==> src/rtl/step_sequencer_pkg.sv <==
`default_nettype none
// ============================================================================
// Module      : step_sequencer_pkg
// Description : State encodings, minimum step period and the full-step coil
//               pattern table shared by the step sequencer files.
// Revision    : 1.0 - initial release
// ============================================================================
package step_sequencer_pkg;

    localparam logic [1:0] c_ST_IDLE = 2'd0;
    localparam logic [1:0] c_ST_RUN  = 2'd1;
    localparam logic [1:0] c_ST_DONE = 2'd2;

    localparam int unsigned c_MIN_PERIOD = 2;

    // Two adjacent coils energised at a time (two-phase full step).
    function automatic logic [3:0] coil_pattern(input logic [1:0] phase);
        logic [3:0] pat;
        pat = 4'b0011;
        case (phase)
            2'd0: pat = 4'b0011;
            2'd1: pat = 4'b0110;
            2'd2: pat = 4'b1100;
            2'd3: pat = 4'b1001;
            default: pat = 4'b0011;
        endcase
        return pat;
    endfunction

endpackage
`default_nettype wire

==> src/rtl/step_sequencer_tick_gen.sv <==
`default_nettype none
// ============================================================================
// Module      : tick_gen
// Description : Loadable step-rate divider producing a one-cycle clock enable
//               every `period` enabled cycles.
// Revision    : 1.0 - initial release
// ============================================================================
module tick_gen #(
    parameter int PER_W = 26
) (
    input  logic             clk,
    input  logic             rst,
    input  logic             clear,
    input  logic             enable,
    input  logic [PER_W-1:0] period,
    output logic             tick
);

    logic [PER_W-1:0] r_count;
    logic             w_last;

    // period is guaranteed >= 2 by the caller, so period-1 never underflows.
    assign w_last = (r_count == (period - PER_W'(1)));
    assign tick   = enable & w_last;

    always_ff @(posedge clk or posedge rst) begin
        if (rst) begin
            r_count <= '0;
        end else if (clear) begin
            r_count <= '0;
        end else if (enable) begin
            r_count <= w_last ? '0 : (r_count + PER_W'(1));
        end
    end

endmodule
`default_nettype wire

==> src/rtl/step_sequencer.sv <==
`default_nettype none
// ============================================================================
// Module      : step_sequencer
// Description : Stepper-motor move controller: accepts one move command and
//               steps a full-step coil sequence at a divided tick rate.
// Revision    : 1.0 - initial release
// ============================================================================
module step_sequencer
    import step_sequencer_pkg::*;
#(
    parameter int PER_W = 26,
    parameter int CNT_W = 16
) (
    input  logic             clk,
    input  logic             rst,
    input  logic             cmd_valid,
    output logic             cmd_ready,
    input  logic             cmd_dir,
    input  logic [CNT_W-1:0] cmd_steps,
    input  logic [PER_W-1:0] cmd_period,
    input  logic             abort,
    output logic [3:0]       coils,
    output logic             busy,
    output logic             done,
    output logic [CNT_W-1:0] steps_left
);

    logic [1:0]       r_state;
    logic [1:0]       r_phase;
    logic             r_dir;
    logic [PER_W-1:0] r_period;
    logic [3:0]       r_coils;
    logic             r_busy;
    logic             r_done;
    logic             r_ready;
    logic [CNT_W-1:0] r_steps_left;

    logic             w_accept;
    logic             w_run;
    logic             w_tick;
    logic [PER_W-1:0] w_period_eff;
    logic [1:0]       w_phase_next;

    assign w_accept     = cmd_valid & r_ready;
    assign w_run        = (r_state == c_ST_RUN);
    assign w_period_eff = (cmd_period < PER_W'(c_MIN_PERIOD)) ? PER_W'(c_MIN_PERIOD) : cmd_period;
    assign w_phase_next = r_dir ? (r_phase + 2'd1) : (r_phase - 2'd1);

    tick_gen #(
        .PER_W (PER_W)
    ) u_tick_gen (
        .clk    (clk),
        .rst    (rst),
        .clear  (w_accept),
        .enable (w_run),
        .period (r_period),
        .tick   (w_tick)
    );

    always_ff @(posedge clk or posedge rst) begin
        if (rst) begin
            r_state      <= c_ST_IDLE;
            r_phase      <= 2'd0;
            r_dir        <= 1'b0;
            r_period     <= PER_W'(c_MIN_PERIOD);
            r_coils      <= 4'b0000;
            r_busy       <= 1'b0;
            r_done       <= 1'b0;
            r_ready      <= 1'b1;
            r_steps_left <= '0;
        end else begin
            case (r_state)
                c_ST_IDLE: begin
                    if (w_accept) begin
                        r_dir        <= cmd_dir;
                        r_period     <= w_period_eff;
                        r_coils      <= coil_pattern(r_phase);
                        r_steps_left <= cmd_steps;
                        r_ready      <= 1'b0;
                        if (cmd_steps == '0) begin
                            r_state <= c_ST_DONE;
                            r_done  <= 1'b1;
                        end else begin
                            r_state <= c_ST_RUN;
                            r_busy  <= 1'b1;
                        end
                    end
                end

                c_ST_RUN: begin
                    // Abort takes priority over a coincident tick: no step is taken.
                    if (abort) begin
                        r_state <= c_ST_DONE;
                        r_busy  <= 1'b0;
                        r_done  <= 1'b1;
                    end else if (w_tick) begin
                        r_phase      <= w_phase_next;
                        r_coils      <= coil_pattern(w_phase_next);
                        r_steps_left <= r_steps_left - CNT_W'(1);
                        if (r_steps_left == CNT_W'(1)) begin
                            r_state <= c_ST_DONE;
                            r_busy  <= 1'b0;
                            r_done  <= 1'b1;
                        end
                    end
                end

                c_ST_DONE: begin
                    r_state <= c_ST_IDLE;
                    r_done  <= 1'b0;
                    r_ready <= 1'b1;
                end

                default: begin
                    r_state <= c_ST_IDLE;
                    r_busy  <= 1'b0;
                    r_done  <= 1'b0;
                    r_ready <= 1'b1;
                end
            endcase
        end
    end

    assign cmd_ready  = r_ready;
    assign coils      = r_coils;
    assign busy       = r_busy;
    assign done       = r_done;
    assign steps_left = r_steps_left;

endmodule
`default_nettype wire
==> config.mk <==
export PLATFORM = sky130hd
export DESIGN_NAME = step_sequencer
export DESIGN_NICKNAME = d
export VERILOG_FILES = /design/src/rtl/step_sequencer_pkg.sv /design/src/rtl/step_sequencer_tick_gen.sv /design/src/rtl/step_sequencer.sv
export SDC_FILE = /design/constraint.sdc
export NUM_CORES = 1
export LEC_CHECK = 0
export ABC_AREA = 1
export CELL_PAD_IN_SITES_DETAIL_PLACEMENT = 1
export CELL_PAD_IN_SITES_GLOBAL_PLACEMENT = 1
export CORE_MARGIN = 5
export CORE_UTILIZATION = 30
export DETAILED_ROUTE_END_ITERATION = 8
export GPL_TIMING_DRIVEN = 0
export PLACE_DENSITY = 0.74
export SYNTH_ARGS = -nofsm -noshare
export SYNTH_HDL_FRONTEND = slang
export SYNTH_SLANG_ARGS = --single-unit
==> constraint.sdc <==
create_clock -name clk -period 2.6 [get_ports clk]
set_input_delay 0.52 -clock clk [delete_from_list [all_inputs] [get_ports clk]]
set_output_delay 0.52 -clock clk [all_outputs]
set_load 0.02 [all_outputs]
Word-level counts from Yosys, hierarchy flattened. Index checks and enable logic that the tools add are counted. W data, S select, Z words.

Word-level logic and storage cells: 86. Input bits: 47. Memory bits (read-only): 0. Output and inout bits: 23. Memories kept: 0. Memory bits (writable): 0. Flip-flop bits (word level): 80. Latch bits: 0.

Equality and inequality tests: 17. Reductions and logical operators: 13. $mul: 0. Muxes and demuxes: 35. Div/mod/pow operators: 0. Order comparisons: 1. Add/subtract/negate cells: 5. Bitwise gates (word level): 5. Shift operators: 0.

Operators by type and width (number): $mux W26 (4); $mux W16 (3); $pmux W16 S2 (1); $pmux W4 S4 (2); $add A26 B1 Y26 const B (1); $eq A26 B26 Y1 (1); $lt A26 B2 Y1 const B (1); $sub A26 B1 Y26 const B (1); $eq A16 B1 Y1 const B (1); $logic_not A16 Y1 (1); $sub A16 B1 Y16 const B (1); $mux W2 (6); $mux W4 (3); $mux W1 (11); $eq A2 B2 Y1 const B (5); $ne A2 B2 Y1 const B (4); $pmux W4 S2 (1); $reduce_and A4 Y1 (2); $eq A2 B1 Y1 const B (3); $logic_not A2 Y1 (3); $ne A3 B3 Y1 const B (2); $reduce_and A3 Y1 (2); $reduce_and A5 Y1 (1); $pmux W1 S2 (2); other kinds (9) (14).

Logic depth before layout (Yosys ltp). Gate-level depths: netlist of the first run.

Depth after elaboration: 7. Depth in mapped cells: 20. Depth with buffers taken out: 19.

Hierarchy. From an unflattened synthesis of the first run, not the netlist that was laid out.

Cells, all modules: 873. Area, all modules: 5924.4 µm².

Modules (own cells, without submodules): step_sequencer (area an instance 2996.6 µm², times used 1, cells each 405, seq. area each 1353.8 µm²); tick_gen (area an instance 2927.8 µm², times used 1, cells each 468, seq. area each 650.6 µm²).

Least setup slack after synthesis of the first run. OpenSTA, ideal clock, no wires.

Kind: reg-to-reg. From: reg r_period[1]. To: reg r_steps_left[3] (netlist: steps_left[3]). Buffers on the path: 2. Data arrival time: 2130 ps. Clock period less this slack: 2253 ps. Setup time: 123 ps. Setup slack: 347 ps. Stages on the path, launching flop included: 19. Required time: 2477 ps. Cell sequence: dfstp_2 -> inv_1 -> ha_1 -> nand2_2 -> nor2_2 -> buf_4 -> nand3_1 -> nand2_1 -> nor2_1 -> nand2_1 -> nor2_1 -> nand2_1 -> nor2_2 -> nand2_2 -> nand2_4 -> nand2_4 -> buf_6 -> nand2_2 -> o21ai_2.

Longest elaborated chain between the ends: 5.

Ends and longest elaborated chain: from (decl) (line step_sequencer.sv:31) `logic [PER_W-1:0] r_period;`; from (signal assigned) (line step_sequencer.sv:65) `r_period <= PER_W'(c_MIN_PERIOD);`; from (signal assigned) (line step_sequencer.sv:76) `r_period <= w_period_eff;`; $sub A26 B1 Y26 (line step_sequencer_tick_gen.sv:23) `assign w_last = (r_count == (period - PER_W'(1)));`; $eq A26 B26 Y1 (line step_sequencer_tick_gen.sv:23); $and A1 B1 Y1 (line step_sequencer_tick_gen.sv:24) `assign tick = enable & w_last;`; $ne A2 B2 Y1 (no line); $reduce_and A4 Y1 (no line); to (signal assigned) (line step_sequencer.sv:78) `r_steps_left <= cmd_steps;`; to (signal assigned) (line step_sequencer.sv:99) `r_steps_left <= r_steps_left - CNT_W'(1);`; to (decl) (line step_sequencer.sv:36) `logic [CNT_W-1:0] r_steps_left;`.

Every way passes these cells. A chain may end at the register's enable or synchronous reset.

Final worst setup path of the first run.
From: reg r_period[1]. To: reg r_steps_left[8] (netlist: steps_left[8]).

Same word-level chain as after synthesis.

==> flow_metrics.tcl, run 1 <==
set metrics [dict create \
    drt-initial-drc-count 195 \
    die_area_mm2 0.0210 \
    ir_drop_v 0.000445 \
    htreeDepth 3 \
    switchingPower_mw 3.47 \
    numCtsBuffers 9 \
    switching_share_pct 46.5 \
    synth_xor_xnor_area_share_pct 8.22 \
    hold_end "done$_DFFE_PP0P_" \
    max_freq_mhz 401 \
    io_buffers 69 \
    drive_above_1_share_pct 10.8 \
    hold_start "done$_DFFE_PP0P_" \
    p_clk_share_pct 17.8 \
    synth_top_family_by_area "simple AND/OR/NAND/NOR gates" \
    dp_hpwl_um 13600 \
    synth_cells 773 \
    placementRows 49 \
    worst_setup_path_start_kind "register" \
    viasPerCell 4.93 \
    syn2layout_area_growth_pct 28.5 \
    hold_class "register to register" \
    holdPathStages 2 \
    start_util_pct 30.4 \
    rr_worst_depth 20 \
    cts.sinks 80 \
    wl_um 17700 \
    finalCriticalPeriod_ps 2490 \
    gp_congestion 0.905 \
    synth_top_area_share_pct 35.8 \
    combPwrFrac_pct 52.4 \
    io_pins 70 \
    synth_compound_area_share_pct 8.79 \
    wl_per_cell_um 16.2 \
    placed_cells 1072 \
    ant_nets 0 \
    hold_viol 0 \
    slew_viol_final 0 \
    synth_cell_types 38 \
    slew-limit-headroom_pct 52.5 \
    yosysWarnings 0 \
    synth_largest_area_cell "dfrtp_1" \
    fill_cells 2241 \
    antenna_found_initial 0 \
    p_leak_nw 3.21 \
    fp.dieW_um 145 \
    yosys-top-cells-area "dfrtp_1 36%, nand2_1 17%, nor2_1 6.3%, inv_1 5.4%, xor2_1 5.1%" \
    grt_overflow 0 \
    finalClockSkew_ps 11.1 \
    ys_seq_area_share_pct 36.8 \
    crit_fanout 8 \
    synth_mux_area_share_pct 0.367 \
    design.core.area_mm2 0.0179 \
    die_y_um 145 \
    outcome "complete, no violations" \
    synthArstFlopShare_pct 100 \
    clkTransAtPathRegs_ps 70 \
    syn_nets 832 \
    synthAdderAreaFrac_pct 2.76 \
    critPathArrivalTime_ps 2740 \
    ys_seq_elements 80 \
    grt_max_degree 44 \
    r2r-end "steps_left[8]$_DFFE_PP0P_" \
    yosys.area_share.simple_pct 35.5 \
    cp_data_required_time_ps 2850 \
    diodes 0 \
    cts_tree "done" \
    clk_latency_ps 360 \
    grt_pass1_wl_um 28600 \
    nets 918 \
    powerDensity_mw_per_mm2 1060 \
    drt_pass1_iterations 4 \
    rsz0062_at_grt "true" \
    maxCapViolCount 0 \
    clockBufferDepth 2 \
    vias 5392 \
    critPathCaptureType "register" \
    pre_cts_slack_ps -237 \
    tightest_slew_ps 712 \
    fin_crit_sh_pct 95.9 \
    reg2reg_setup_slack_ps 110 \
    drc 0 \
    yosys_most_used_dff "dfrtp_1" \
    grt_pass1_vias 5589 \
    syn_avg_cell_area_um2 7.05 \
    seqPwrFrac_pct 29.8 \
    syn_area_mm2 0.00545 \
    critPathKind "register to register" \
    setup_viol 0 \
    reg2reg_from "r_period[1]$_DFFE_PP1P_" \
    final_cells 1093 \
    cts_hold_buf 0 \
    synth_edf_count 0 \
    worst_slack_ps 107 \
    cts_root_buffer "clkbuf_16" \
    track_usage_pct 17.4 \
    intPower_mw 3.99 \
]
-- cell usage after synthesis, types with 13 or more instances --
library cell / instances
nand2_1: 253
nor2_1: 91
dfrtp_1: 78
inv_1: 78
nand3_1: 46
o21ai_0: 36
xor2_1: 32
o22ai_1: 17
nand4_1: 14
xnor2_1: 14
nand2_2: 13
o21ai_2: 13
-- layer usage --
metal  share of wire (%)  global-route usage [%]  vias up
met1                  45                    21.9     2635
met2                  50                    30.0       91
met3                 4.1                    3.98       22
met4                 1.8                    4.96        0
met5                   0                       0        -
li1                    -                       -     2644
-- flip-flops by register name, indices dropped and copies added (netlist names), 2 cells and up --
name	cells
coils	4
steps_left	16
u_tick_gen.r_count	26
r_period	26
r_state	2
r_phase	2
-- critical path, stage by stage (launching register included) --
cell and delay [ps]:
dfstp_2 550, inv_2 50, ha_4 270, inv_2 30, nand2_2 50, nand2_2 50
nor2_2 110, nand2_1 70, nor2_2 90, nand2_1 60, inv_1 50, nand2_1 40
nor2_1 110, nand2_1 100, nor2_4 130, nand2_4 120, nand2_8 110, nand2_8 100
clkbuf_16 200, nand2_2 60, o21ai_2 50
-- cells in the final DEF, fill, tap and decap left out, types with 11 or more instances in the layout --
| cell | n |
|---|---|
| nand3_1 | 45 |
| nand2_2 | 15 |
| o21ai_2 | 13 |
| nor4_1 | 11 |
| o21ai_0 | 36 |
| clkbuf_1 | 13 |
| clkdlybuf4s50_1 | 69 |
| clkbuf_16 | 11 |
| dfrtp_1 | 78 |
| xnor2_1 | 14 |
| o22ai_1 | 17 |
| inv_1 | 74 |
| xor2_1 | 32 |
| nand4_1 | 14 |
| nor2_1 | 88 |
| nand2_1 | 242 |
| ha_1 | 11 |
-- stage by stage --
step | hold slack [ps] | power (mW) | setup TNS [ps] | util, % | instance area (um^2)
CTS | 486 | 7.27 | 0 | 38.1 | 6830
global route | 511 | 8.10 | -885 | 39.1 | 7000
finish | 478 | 7.46 | 0 | 39.1 | 7000
floorplan | 468 | 4.53 | 0 | - | 5450
global placement | 459 | 5.69 | -126470 | 35.9 | 6430
detailed placement | 469 | 5.80 | -7600 | 36.1 | 6460
-- power by group through the flow --
stage | sequential [mW] | combinational, mW | clock (mW)
after floorplan | 2.25 | 2.29 | 0
after global placement | 2.19 | 3.50 | 0
after detailed placement | 2.20 | 3.61 | 0
after CTS | 2.19 | 3.72 | 1.36
after global routing | 2.31 | 4.38 | 1.42
final | 2.22 | 3.90 | 1.33
-- how the worst max path moves through the flow --
stage	from	endpoint	slack, ps
5_1_grt	r_period[1]$_DFFE_PP1P_	steps_left[3]$_DFFE_PP0P_	-70
2_1_floorplan	rst	busy$_DFFE_PP0P_	30
6_report	r_period[1]$_DFFE_PP1P_	steps_left[8]$_DFFE_PP0P_	110
4_1_cts	r_period[1]$_DFFE_PP1P_	steps_left[5]$_DFFE_PP0P_	7
3_3_place_gp	rst	r_period[16]$_DFFE_PP0P_	-1520
3_5_place_dp	r_period[0]$_DFFE_PP0P_	u_tick_gen.r_count[5]$_DFFE_PP0P_	-240
-- cell type report --
| class | instances | area (um^2) | share of cell area [%] |
|---|---|---|---|
| plain buffers | 21 | 150 | 2.14 |
| clock buffers | 11 | 243 | 3.47 |
| inverters | 79 | 299 | 4.27 |
| clock inverters | 5 | 56.3 | 0.804 |
| flip-flops and latches | 80 | 2000 | 28.6 |
| multi-input cells | 593 | 3170 | 45.3 |
| well taps | 229 | 287 | 4.09 |
| repair buffers | 75 | 791 | 11.3 |
-- logic make-up (layout without fill, tap and decap cells) --
logic type	count (synthesis)	after routing
muxes	2	2
xor gates and xnor gates	48	48
DFF	80	80
and+or+nand+nor	453	453
AOI/OAI and AO/OA	78	78
buffers and inverters	100	191
adders and majority gates	12	12
-- what timing repair did --
item,in CTS,in global routing
endpoints found under the setup margin,42,46
buffers inserted,2,1
resized for setup,15,30
cloned,0,2
pin swaps,2,12
endpoints found under the hold margin,0,0
No activity file was read; power rests on OpenSTA's default activity.
==> run 2: changes to the inputs <==
--- a/config.mk
+++ b/config.mk
@@ -16,3 +16,4 @@
 export SYNTH_ARGS = -nofsm -noshare
 export SYNTH_HDL_FRONTEND = slang
 export SYNTH_SLANG_ARGS = --single-unit
+export TNS_END_PERCENT = 30
==> run 2 against run 1 <==
Compared with the run above: critical path depth unchanged; register-to-register slack about the same; non-clock buffer count unchanged; first-iteration DRC count up 6.2%; worst setup slack better by 5.3 ps; highest routed layer unchanged; utilization unchanged; worst hold slack about the same; sequential share of layout area unchanged; largest power group unchanged; critical endpoint unchanged; sequential power about the same; design area unchanged.
==> flow_metrics.tcl, run 2 (synthesis gave the netlist of run 1 again) <==
set metrics [dict create \
    critPathKind "register to register" \
    tightest_slew_ps 715 \
    nets 918 \
    clk_latency_ps 360 \
    outcome "complete, no violations" \
    io_buffers 69 \
    mostFrequentLayoutCell "nand2_1" \
    crit_fanout 8 \
    switching_share_pct 46.5 \
    holdPathStages 2 \
    placementRows 49 \
    ir_drop_v 0.000445 \
    wl_per_cell_um 16.1 \
    max_freq_mhz 402 \
    die_y_um 145 \
    dp_hpwl_um 13600 \
    cts.sinks 80 \
    slew-limit-headroom_pct 52.3 \
    intPower_mw 3.99 \
    clkTransAtPathRegs_ps 70 \
    grt_overflow 0 \
    reg2reg_from "r_period[1]$_DFFE_PP1P_" \
    rsz0062_at_grt "true" \
    gp_congestion 0.905 \
    switchingPower_mw 3.46 \
    ant_nets 0 \
    critPathSlowestCell "dfstp_2" \
    worst_slack_ps 112 \
    hold_class "register to register" \
    final_cells 1093 \
    setup_viol 0 \
    drc 0 \
    fp.dieW_um 145 \
    grt_pass1_vias 5589 \
    critPathMostFrequentCell "nand2_1" \
    slew_viol_final 0 \
    worst_setup_path_start_kind "register" \
    placed_cells 1072 \
    wl_um 17600 \
    track_usage_pct 17.4 \
    htreeDepth 3 \
    cts_tree "done" \
    hold_end "done$_DFFE_PP0P_" \
    viasPerCell 4.92 \
    vias 5382 \
    cts_root_buffer "clkbuf_16" \
    combPwrFrac_pct 52.4 \
    critPathArrivalTime_ps 2740 \
    finalClockSkew_ps 11.8 \
    grt_pass1_wl_um 28600 \
    cp_num_buf_inv 4 \
    p_leak_nw 3.21 \
    finalCriticalPeriod_ps 2490 \
    pre_cts_slack_ps -237 \
    final_cell_mix "242 x nand2_1, 88 x nor2_1, 78 x dfrtp_1" \
    fin_crit_sh_pct 95.7 \
    cts_hold_buf 0 \
    crit_chain "inv_2 > ha_4 > inv_2 > nand2_2 > nand2_2 > nor2_2 > nand2_1 > nor2_2 > nand2_1 > inv_1 > nand2_1 > nor2_1 > nand2_1 > nor2_4 > nand2_4 > nand2_8 > nand2_8 > clkbuf_16 > nand2_2 > o21ai_2" \
    rr_worst_depth 20 \
    maxCapViolCount 0 \
    p_clk_share_pct 17.8 \
    grt_max_degree 44 \
    reg2reg_setup_slack_ps 110 \
    hold_start "done$_DFFE_PP0P_" \
    numCtsBuffers 9 \
    critPathCaptureType "register" \
    hold_viol 0 \
    syn2layout_area_growth_pct 28.5 \
    die_area_mm2 0.0210 \
    antenna_found_initial 0 \
    io_pins 70 \
    powerDensity_mw_per_mm2 1060 \
    r2r-end "steps_left[8]$_DFFE_PP0P_" \
    diodes 0 \
    cp_slowest_stage_delay_ps 550 \
    clockBufferDepth 2 \
    drt_pass1_iterations 5 \
    drt-initial-drc-count 207 \
    cp_data_required_time_ps 2850 \
    design.core.area_mm2 0.0179 \
    start_util_pct 30.4 \
    drive_above_1_share_pct 10.8 \
    seqPwrFrac_pct 29.8 \
    cp_top_family "simple AND/OR/NAND/NOR gates" \
]
[run 2: cell counts in the layout (fill, tap and decap cells not counted)]
Identical to the previous run, type by type.
[run 2: worst register-to-register path: stages (launching register included)]
cell	delay, ps
dfstp_2	550
inv_2	50
ha_4	270
inv_2	30
nand2_2	50
nand2_2	50
nor2_2	110
nand2_1	70
nor2_2	90
nand2_1	60
inv_1	50
nand2_1	40
nor2_1	110
nand2_1	100
nor2_4	140
nand2_4	120
nand2_8	110
nand2_8	100
clkbuf_16	200
nand2_2	60
o21ai_2	50
[run 2: stage by stage]
stage	TNS, ps	util (%)	total power, mW	instance area (um^2)	hold slack, ps
6_report	0	39.1	7.45	7000	478
5_1_grt	-885	39.1	8.10	7000	511
4_1_cts	0	38.1	7.27	6830	486
3_5_place_dp	-7600	36.1	5.80	6460	469
3_3_place_gp	-126470	35.9	5.69	6430	459
2_1_floorplan	0	-	4.53	5450	468
[run 2: power by group through the flow]
stage | clock (mW) | sequential [mW] | combinational (mW)
global route | 1.42 | 2.31 | 4.38
finish | 1.33 | 2.22 | 3.90
floorplan | 0 | 2.25 | 2.29
detailed placement | 0 | 2.20 | 3.61
CTS | 1.36 | 2.19 | 3.72
global placement | 0 | 2.19 | 3.50
[run 2: area by class of cell]
class                      instances  area, um^2
buffer                            21         150
clock buffer                      11         243
clock inverter                     5        56.3
fill                            2241       10900
inverter                          79         299
multi-input combinational        593        3170
sequential                        80        2000
tap                              229         287
timing repair buffer              75         791
[run 2: repair_timing]
action                     in CTS  in global routing
pin swaps                       2                 12
gates resized for setup        15                 30
setup endpoints to repair      42                 46
cloned                          0                  2
buffers inserted                2                  1
[run 2: worst max-delay path by stage]
stage / start / slack [ps] / cells after the start / to
global route: r_period[1]$_DFFE_PP1P_ / -70 / 20 / steps_left[3]$_DFFE_PP0P_
global placement: rst / -1520 / 2 / r_period[16]$_DFFE_PP0P_
CTS: r_period[1]$_DFFE_PP1P_ / 7 / 20 / steps_left[5]$_DFFE_PP0P_
finish: r_period[1]$_DFFE_PP1P_ / 110 / 20 / steps_left[8]$_DFFE_PP0P_
detailed placement: r_period[0]$_DFFE_PP0P_ / -240 / 13 / u_tick_gen.r_count[5]$_DFFE_PP0P_
floorplan: rst / 30 / 1 / busy$_DFFE_PP0P_
[run 2: layer usage]
metal	share of wire, %	vias up	GRT usage (%)
met5	0	-	0
met4	1.8	0	4.96
met3	4.4	21	3.98
met2	49	95	30.0
met1	44	2625	21.9
li1	-	2641	-
==> run 3: changes to the inputs <==
--- a/config.mk
+++ b/config.mk
@@ -9,10 +9,11 @@
 export CELL_PAD_IN_SITES_DETAIL_PLACEMENT = 1
 export CELL_PAD_IN_SITES_GLOBAL_PLACEMENT = 1
 export CORE_MARGIN = 5
-export CORE_UTILIZATION = 30
+export CORE_UTILIZATION = 37
 export DETAILED_ROUTE_END_ITERATION = 8
 export GPL_TIMING_DRIVEN = 0
-export PLACE_DENSITY = 0.74
+export PLACE_DENSITY = 0.87
+export SKIP_CTS_REPAIR_TIMING = 1
 export SYNTH_ARGS = -nofsm -noshare
 export SYNTH_HDL_FRONTEND = slang
 export SYNTH_SLANG_ARGS = --single-unit
==> run 3 against run 2 <==
Compared with the run above: wire length increased by 2.8%; clock skew shrank 2.7 ps; design area fell by 1.5%; flip-flop and latch count unchanged; worst hold slack got worse by 6.6 ps; global-route usage grew 3.0 points; cell count is 4.0% lower; register-to-register slack lost 80 ps; sequential share of layout area is 0.44 points higher; clock power shrank 3%; via count up 1.8%; highest routed layer unchanged.
==> flow_metrics.tcl, run 3 (synthesis gave the netlist of run 1 again) <==
set metrics [dict create \
    dp_hpwl_um 13300 \
    outcome "complete, no violations" \
    cp_num_cells 15 \
    cts_tree "done" \
    gp_congestion 0.883 \
    final_cell_mix "244 x nand2_1, 86 x nor2_1, 77 x dfrtp_1" \
    fin_crit_sh_pct 98.9 \
    combPwrFrac_pct 52.6 \
    start_util_pct 37.6 \
    worst_setup_path_start_kind "register" \
    final_cells 1049 \
    drive_above_1_share_pct 10.9 \
    finalClockSkew_ps 9.05 \
    critPathSlowestCell "dfrtp_1" \
    max_freq_mhz 389 \
    r2r-end "steps_left[11]$_DFFE_PP0P_" \
    ir_drop_v 0.000590 \
    io_pins 70 \
    mostFrequentLayoutCell "nand2_1" \
    grt_max_degree 60 \
    wl_per_cell_um 17.3 \
    reg2reg_setup_slack_ps 30 \
    design.core.area_mm2 0.0145 \
    hold_class "register to register" \
    fin_util_pct 47.6 \
    track_usage_pct 20.4 \
    critPathArrivalTime_ps 2810 \
    p_clk_share_pct 17.4 \
    finalCriticalPeriod_ps 2570 \
    cts_root_buffer "clkbuf_16" \
    critPathKind "register to register" \
    hold_viol 0 \
    cp_num_buf_inv 2 \
    crit_chain "inv_2 > ha_4 > nand2_2 > nor2_4 > nand3_1 > nor2_2 > xor2_1 > nand3_1 > nor2_4 > nand2_4 > nand2_8 > nand2_8 > clkbuf_16 > nand2_2 > o21ai_2" \
    grt_pass1_wl_um 28800 \
    placementRows 44 \
    holdWs_ps 471 \
    placed_cells 1027 \
    reg2reg_from "r_period[0]$_DFFE_PP0P_" \
    p_leak_nw 3.17 \
    drt_pass1_iterations 4 \
    htreeDepth 3 \
    vias 5481 \
    rr_worst_depth 15 \
    setup_viol 0 \
    slew-limit-headroom_pct 50.8 \
    intPower_mw 3.92 \
    die_y_um 131 \
    ant_nets 0 \
    clockBufferDepth 2 \
    crit_fanout 8 \
    clkTransAtPathRegs_ps 60 \
    switching_share_pct 47.0 \
    fp.dieW_um 131 \
    stdcell_area_mm2 0.00690 \
    viasPerCell 5.22 \
    fin_total_pwr_mw 7.40 \
    drc 0 \
    seqPwrFrac_pct 30.0 \
    nets 919 \
    switchingPower_mw 3.48 \
    place_area_mm2 0.00640 \
    holdPathStages 2 \
    rsz0062_at_grt "true" \
    io_buffers 69 \
    cp_data_required_time_ps 2840 \
    powerDensity_mw_per_mm2 1070 \
    grt_pass1_vias 5751 \
    clk_latency_ps 360 \
    wl_um 18100 \
    cp_slowest_stage_delay_ps 390 \
    numCtsBuffers 9 \
    diodes 0 \
    cp_top_family "simple AND/OR/NAND/NOR gates" \
    grt_overflow 0 \
    hold_start "busy$_DFFE_PP0P_" \
    critPathCaptureType "register" \
    antenna_found_initial 0 \
    die_area_mm2 0.0173 \
    tightest_slew_ps 739 \
    drt-initial-drc-count 253 \
    slew_viol_final 0 \
    hold_end "busy$_DFFE_PP0P_" \
    maxCapViolCount 0 \
    syn2layout_area_growth_pct 26.6 \
    cts.sinks 80 \
]
run 3: worst max-delay path by stage:
stage               slack (ps)                                 end                     from
floorplan                   30                    busy$_DFFE_PP0P_                      rst
global placement         -1410            r_period[16]$_DFFE_PP0P_                      rst
detailed placement        -260  u_tick_gen.r_count[11]$_DFFE_PP0P_  r_period[0]$_DFFE_PP0P_
CTS                       -320  u_tick_gen.r_count[11]$_DFFE_PP0P_  r_period[0]$_DFFE_PP0P_
global route               -90           steps_left[8]$_DFFE_PP0P_  r_period[0]$_DFFE_PP0P_
finish                      30          steps_left[11]$_DFFE_PP0P_  r_period[0]$_DFFE_PP0P_
run 3: cell type report:
class                   instances  area (um^2)
fillers                      1866         7580
multi-input cells             593         3130
flip-flops and latches         80         2010
repair buffers                 76          798
inverters                      79          299
well taps                     184          230
clock buffers                  10          229
plain buffers                  21          145
clock inverters                 6         60.1
run 3: metal layers:
metal	global-route usage [%]	vias to the layer above	wire [um]
li1	-	2642	-
met5	0	-	0
met2	36.4	125	9350
met4	5.31	0	384
met3	4.97	25	797
met1	24.5	2689	7590
run 3: worst reg2reg max path, stage by stage, from the launching register on:
cell       delay, ps
dfrtp_1          390
inv_2            130
ha_4             170
nand2_2          130
nor2_4           170
nand3_1          160
nor2_2           160
xor2_1           180
nand3_1          180
nor2_4           190
nand2_4          110
nand2_8          100
nand2_8          100
clkbuf_16        200
nand2_2           60
o21ai_2           50
run 3: power by group through the flow:
stage	logic, mW	registers, mW	clock network [mW]
2_1_floorplan	2.29	2.25	0
3_3_place_gp	3.44	2.18	0
4_1_cts	3.62	2.19	1.31
5_1_grt	4.31	2.29	1.37
6_report	3.89	2.22	1.29
3_5_place_dp	3.58	2.18	0
run 3: through the flow:
stage	TNS (ps)	setup slack [ps]
final	0	27.8
after global routing	-1700	-91.2
after CTS	-11240	-318
after detailed placement	-8310	-256
after global placement	-115600	-1410
after floorplan	0	31.6
